===== config.mk =====
export PLATFORM = sky130hd
export DESIGN_NAME = fwft_read_adapter
export DESIGN_NICKNAME = d
export VERILOG_FILES = /design/src/rtl/fwft_read_adapter.sv
export SDC_FILE = /design/constraint.sdc
export NUM_CORES = 1
export LEC_CHECK = 0
export CELL_PAD_IN_SITES_DETAIL_PLACEMENT = 1
export CELL_PAD_IN_SITES_GLOBAL_PLACEMENT = 2
export CORE_MARGIN = 4
export CORE_UTILIZATION = 21
export DETAILED_ROUTE_END_ITERATION = 7
export GPL_TIMING_DRIVEN = 0
export PLACE_DENSITY = 0.77
export SYNTH_ARGS = -nofsm -noshare
export SYNTH_HDL_FRONTEND = slang
export SYNTH_SLANG_ARGS = --single-unit
export TNS_END_PERCENT = 100

===== constraint.sdc =====
create_clock -name clk -period 1.3 [get_ports clk]
set_input_delay 0.26 -clock clk [delete_from_list [all_inputs] [get_ports clk]]
set_output_delay 0.26 -clock clk [all_outputs]
set_load 0.1 [all_outputs]

===== src/rtl/fwft_read_adapter.sv =====
// fwft_read_adapter
//
// Converts a standard-mode FIFO read port, where data arrives one cycle after the
// read strobe, into a first-word-fall-through port. The head word is registered on
// fwft_dout whenever fwft_valid is high. Words are prefetched into a head register,
// plus an optional skid register.
//
// Build option:
//   FWFT_SKID_EN - when defined, adds the skid register. Capacity becomes 2 words and
//                  the adapter sustains one word per clock. When undefined, capacity is
//                  1 word and throughput is one word per two clocks.
//
// Ports:
//   clk          in   clock, rising-edge
//   reset_n      in   asynchronous active-low reset
//   fifo_dout    in   standard FIFO read data (valid the cycle after fifo_rd_en)
//   fifo_empty   in   standard FIFO empty flag
//   fifo_rd_en   out  read strobe to the standard FIFO (combinational)
//   fwft_rd_en   in   consumer pop; ignored while fwft_valid is low
//   fwft_dout    out  head word (registered)
//   fwft_valid   out  head word present (registered)
//   fwft_empty   out  inverse of fwft_valid

module fwft_read_adapter #(
  parameter int unsigned DATA_WIDTH = 8
) (
  input  logic                  clk,
  input  logic                  reset_n,
  input  logic [DATA_WIDTH-1:0] fifo_dout,
  input  logic                  fifo_empty,
  output logic                  fifo_rd_en,
  input  logic                  fwft_rd_en,
  output logic [DATA_WIDTH-1:0] fwft_dout,
  output logic                  fwft_valid,
  output logic                  fwft_empty
);

  logic                  r_in_flight;
  logic                  r_head_vld;
  logic [DATA_WIDTH-1:0] r_head;
  logic                  w_head_vld_nxt;
  logic [DATA_WIDTH-1:0] w_head_nxt;
  logic                  w_pop;
  logic                  w_room;

`ifdef FWFT_SKID_EN
  logic                  r_skid_vld;
  logic [DATA_WIDTH-1:0] r_skid;
  logic                  w_skid_vld_nxt;
  logic [DATA_WIDTH-1:0] w_skid_nxt;
  logic [1:0]            w_used;
`endif

  assign w_pop = fwft_rd_en & r_head_vld;

`ifdef FWFT_SKID_EN
  // Held words plus the word already requested from the FIFO.
  assign w_used = {1'b0, r_head_vld} + {1'b0, r_skid_vld} + {1'b0, r_in_flight};
  // A pop in the same cycle frees a slot for the word this read returns.
  assign w_room = (w_used < 2'd2) | ((w_used == 2'd2) & w_pop);
`else
  // Single slot: refill only when it is empty, or when the held word leaves now
  // and nothing else is already on its way.
  assign w_room = (~r_head_vld & ~r_in_flight) | (r_head_vld & ~r_in_flight & w_pop);
`endif

  assign fifo_rd_en = reset_n & ~fifo_empty & w_room;

  always_comb begin
    w_head_nxt     = r_head;
    w_head_vld_nxt = r_head_vld;
`ifdef FWFT_SKID_EN
    w_skid_nxt     = r_skid;
    w_skid_vld_nxt = r_skid_vld;
`endif
    if (w_pop) begin
`ifdef FWFT_SKID_EN
      if (r_skid_vld) begin
        // Skid word advances; an arriving word refills the skid.
        w_head_nxt     = r_skid;
        w_skid_vld_nxt = r_in_flight;
        if (r_in_flight) begin
          w_skid_nxt = fifo_dout;
        end
      end else
`endif
      begin
        // Head empties after the pop, so an arriving word lands straight in head.
        w_head_vld_nxt = r_in_flight;
        if (r_in_flight) begin
          w_head_nxt = fifo_dout;
        end
      end
    end else if (r_in_flight) begin
`ifdef FWFT_SKID_EN
      if (r_head_vld) begin
        w_skid_nxt     = fifo_dout;
        w_skid_vld_nxt = 1'b1;
      end else
`endif
      begin
        w_head_nxt     = fifo_dout;
        w_head_vld_nxt = 1'b1;
      end
    end
  end

  always_ff @(posedge clk or negedge reset_n) begin
    if (!reset_n) begin
      r_in_flight <= 1'b0;
      r_head_vld  <= 1'b0;
      r_head      <= '0;
`ifdef FWFT_SKID_EN
      r_skid_vld  <= 1'b0;
      r_skid      <= '0;
`endif
    end else begin
      r_in_flight <= fifo_rd_en;
      r_head_vld  <= w_head_vld_nxt;
      r_head      <= w_head_nxt;
`ifdef FWFT_SKID_EN
      r_skid_vld  <= w_skid_vld_nxt;
      r_skid      <= w_skid_nxt;
`endif
    end
  end

  assign fwft_dout  = r_head;
  assign fwft_valid = r_head_vld;
  assign fwft_empty = ~r_head_vld;

endmodule

==> out/qor.log <==
qor: setup_path.timing.setup.critical_path_class reg2out
qor: setup_path.max_stage_delay 0.49 ns
qor: yosys.synthMuxAreaShare 0.2257
qor: place.io_buffer_count 22
qor: detailed_routing.drt-vias-per-instance 3.924
qor: pwr.leakage_power_figure 0.3194 nW
qor: timing.finalClockSkew 0.002049 ns
qor: timing.finalHoldViolCount 0
qor: clocking.tritoncts built
qor: setup_path.critPathCaptureType output pin
qor: timing.max_clock_freq 614.2 MHz
qor: setup_path.arrival_time_worst_endpoint 1.37 ns
qor: outcome.outcome finished with violations
qor: timing.worst_slew_margin_rel 0.6961
qor: yosys.post_synth_fa_ha_maj_area_fraction 0
qor: pwr.ir_worst_vdd 1.329 mV
qor: layout.share_of_the_core_filled_with_cells_in_the_final_layout 0.4050
qor: detailed_routing.antenna_violating_nets_post_route 0
qor: hold_path.hold_class in2reg
qor: yosys.synth_compound_gate_area_share 0.09091
qor: timing.max_slew.worst_pin.slew 0.4543 ns
qor: timing.postLayoutSetupSlackWorst -0.3280 ns
qor: global_route.grt_max_degree 11
qor: layout.antenna_cells 0
qor: clocking.clk-insertion-delay-late 0.26 ns
qor: detailed_routing.detailedRoute.firstIterationViolations 3
qor: setup_path.crit_required 1.04 ns
qor: floorplanning.chipHeight 51.60 um
qor: layout.n_fill_cell 209
qor: clocking.cts.reportedPaths.clkPinSlew 0.07 ns
qor: setup_path.internal_reg_to_reg_setup_slack 0.23 ns
qor: place.gp_congestion 0.6330
qor: detailed_routing.post_drt_wl_per_cell 11.96 um
qor: timing.fin_worst_hold_slack 0.4508 ns
qor: global_route.grt_pass1_wl 1600 um
qor: yosys.mappedNetlistArea 399.1 um^2
qor: yosys.syn_nets 36
qor: setup_path.critical_path_source fwft_valid$_DFFE_PN0P_
qor: global_route.first_global_vias 343
qor: setup_path.cpMaxStageDelayCell dfrtp_4
qor: timing.final_period_utilization 1.252
qor: detailed_routing.route.final.wire_length 945 um
qor: clocking.max-clock-path-buffers 2
qor: global_route.track_usage 0.08525
qor: clocking.cts.htree.levels 1
qor: outcome.violated_checks negative setup slack
qor: clocking.count_of_clock_tree_sinks 10
qor: clocking.cts-buffers-inserted 3
qor: floorplanning.dieWidth 51.60 um
qor: setup_path.cpLargestDelayFamily flip-flops
qor: job.maxCapViolations 0
qor: setup_path.timing.critical_path.from_type register
qor: yosys.synthesis.area_per_instance 16.63 um^2
qor: yosys.yosysWarningCount 0
qor: layout.nNetsFinal 67
qor: global_route.gr-total-overflow 0
qor: floorplanning.fp.dieArea 2662 um^2
qor: pwr.power.density_cell_area 1917 nW/um^2
qor: layout.drive_gt1_frac 0.5926
qor: timing.layout_min_cycle_time 1.628 ns
qor: yosys.synth_seq_area_share 0.6270
qor: floorplanning.core_area 1764 um^2
qor: timing.finalSetupViolCount 3
qor: setup_path.reg2reg_depth 3
qor: yosys.main_combinational_cell_family_by_area_after_synthesis multiplexers
qor: detailed_routing.drt_first_pass_iters 2
qor: setup_path.path_cells a2111oi_4, buf_6
qor: yosys.synth-xor-area-share 0
qor: setup_path.cp_num_buf_inv 1
qor: setup_path.worst_r2r_startpoint r_in_flight$_DFF_PN0_
qor: timing.setup_repair_after_global_routing_missed_its_margin yes
qor: yosys.post_synth_inst_count 24
qor: setup_path.crit_path_max_fanout 3
qor: detailed_routing.num_vias 310
qor: setup_path.terminus_of_the_critical_flop_to_flop_path fwft_dout[7]$_DFFE_PN0P_
qor: yosys.synth_cell_types 6
qor: floorplanning.number_of_rows_in_the_core_area 15
qor: floorplanning.ioPinCount 23
qor: global_route.antenna_found_initial 0
qor: layout.flow.area_growth_from_synthesis 79.00%
qor: yosys.seq_cells_post_synth 10
qor: detailed_routing.drcViolationCount 0
qor: floorplanning.initial_core_util 0.2262
qor: setup_path.worstSetupPathDepth 2
qor: timing.slew_violations 0
qor: yosys.synthSimpleGateAreaFrac 0
qor: place.place_hpwl 700.6 um
qor: setup_path.critPathCapture fifo_rd_en
qor: clocking.ctsRootBufferMaster clkbuf_4
## layout by cell type, fill, tap and decap left out
master	synthesis	routed
a2111oi_4	1	1
inv_2	0	2
clkdlybuf4s15_2	0	1
dlygate4sd3_1	0	1
mux2_2	8	8
clkbuf_4	0	5
dfrtp_4	0	1
buf_6	1	2
dlygate4sd2_1	0	1
dfrtp_1	10	9
buf_12	0	2
clkbuf_1	0	1
buf_4	0	9
inv_1	3	1
a21o_2	1	1
clkdlybuf4s50_1	0	9
## where the power goes
part / internal, mW / leakage (nW) / switching [mW] / total, mW
Combinational: 0.191 / 0.186 / 0.550 / 0.740
Clock: 0.119 / 0.0150 / 0.104 / 0.223
Sequential: 0.373 / 0.119 / 0.0332 / 0.407
Total: 0.682 / 0.319 / 0.687 / 1.37
## logic make-up (layout without fill, tap and decap cells)
| logic type | count (synthesis) | count (layout) |
|---|---|---|
| AO/OA/AOI/OAI | 2 | 2 |
| flip-flops | 10 | 10 |
| buffers and inverters | 4 | 34 |
| multiplexers | 8 | 8 |
## cell usage after synthesis
cell type	instances	area, um^2
dfrtp_1	10	250.2
inv_1	3	11.26
a21o_2	1	8.760
mux2_2	8	90.09
buf_6	1	11.26
a2111oi_4	1	27.53
## how the worst min path moves through the flow
stage                             start                  endpoint  slack (ns)  cells past startpoint
2_1_floorplan                   reset_n  fwft_dout[0]$_DFFE_PN0P_       -0.04                      0
3_3_place_gp   fwft_dout[7]$_DFFE_PN0P_  fwft_dout[7]$_DFFE_PN0P_        0.49                      1
3_5_place_dp   fwft_dout[6]$_DFFE_PN0P_  fwft_dout[6]$_DFFE_PN0P_        0.50                      1
4_1_cts                      fwft_rd_en    fwft_valid$_DFFE_PN0P_        0.45                      3
5_1_grt                      fwft_rd_en    fwft_valid$_DFFE_PN0P_        0.44                      3
6_report                     fwft_rd_en    fwft_valid$_DFFE_PN0P_        0.45                      3
## routing by layer
layer | track usage | routed length [um] | vias to the layer above
li1 | - | - | 140
met1 | 0.09786 | 377 | 145
met2 | 0.1186 | 388 | 25
met3 | 0.07736 | 179 | 0
met4 | 0.01310 | 0 | 0
met5 | 0 | 0 | -
## worst min-delay path, cell delays in order
cell           delay, ns
dlygate4sd2_1       0.24
inv_2               0.07
a21o_2              0.11
## timing repair
action | in CTS | in global routing
pin swaps | 1 | 1
setup buffers | 2 | 1
hold buffers | 1 | 0
setup endpoints to repair | 12 | 5
gates resized for setup | 73 | 6
hold endpoints to repair | 10 | 0
## registers in the layout, summed over array words and instances (netlist names)
| signal | cells |
|---|---|
| fwft_dout | 8 |
| fwft_valid | 1 |
| r_in_flight | 1 |
## final cells by class
class / count / area, um^2 / share of cell area
buffer: 1 / 11.26 / 0.01576
clock buffer: 4 / 26.28 / 0.03678
inverter: 3 / 11.26 / 0.01576
multi-input combinational: 10 / 126.4 / 0.1769
sequential: 10 / 254.0 / 0.3555
tap: 25 / 31.28 / 0.04378
timing repair buffer: 26 / 254.0 / 0.3555
## through the flow
step           setup slack (ns)  cell area (um^2)  std cells  setup TNS [ns]  power, mW
2_1_floorplan           -0.8540             402.9         24          -1.918     0.9549
3_3_place_gp             -1.691             654.4         71          -6.558      1.140
3_5_place_dp             -1.700             654.4         71          -6.611      1.145
4_1_cts                 -0.3561             689.4         78         -0.3742      1.361
5_1_grt                 -0.3921             714.4         79         -0.6319      1.440
6_report                -0.3280             714.4         79         -0.4620      1.369
Power figures use the tool's default switching activity.
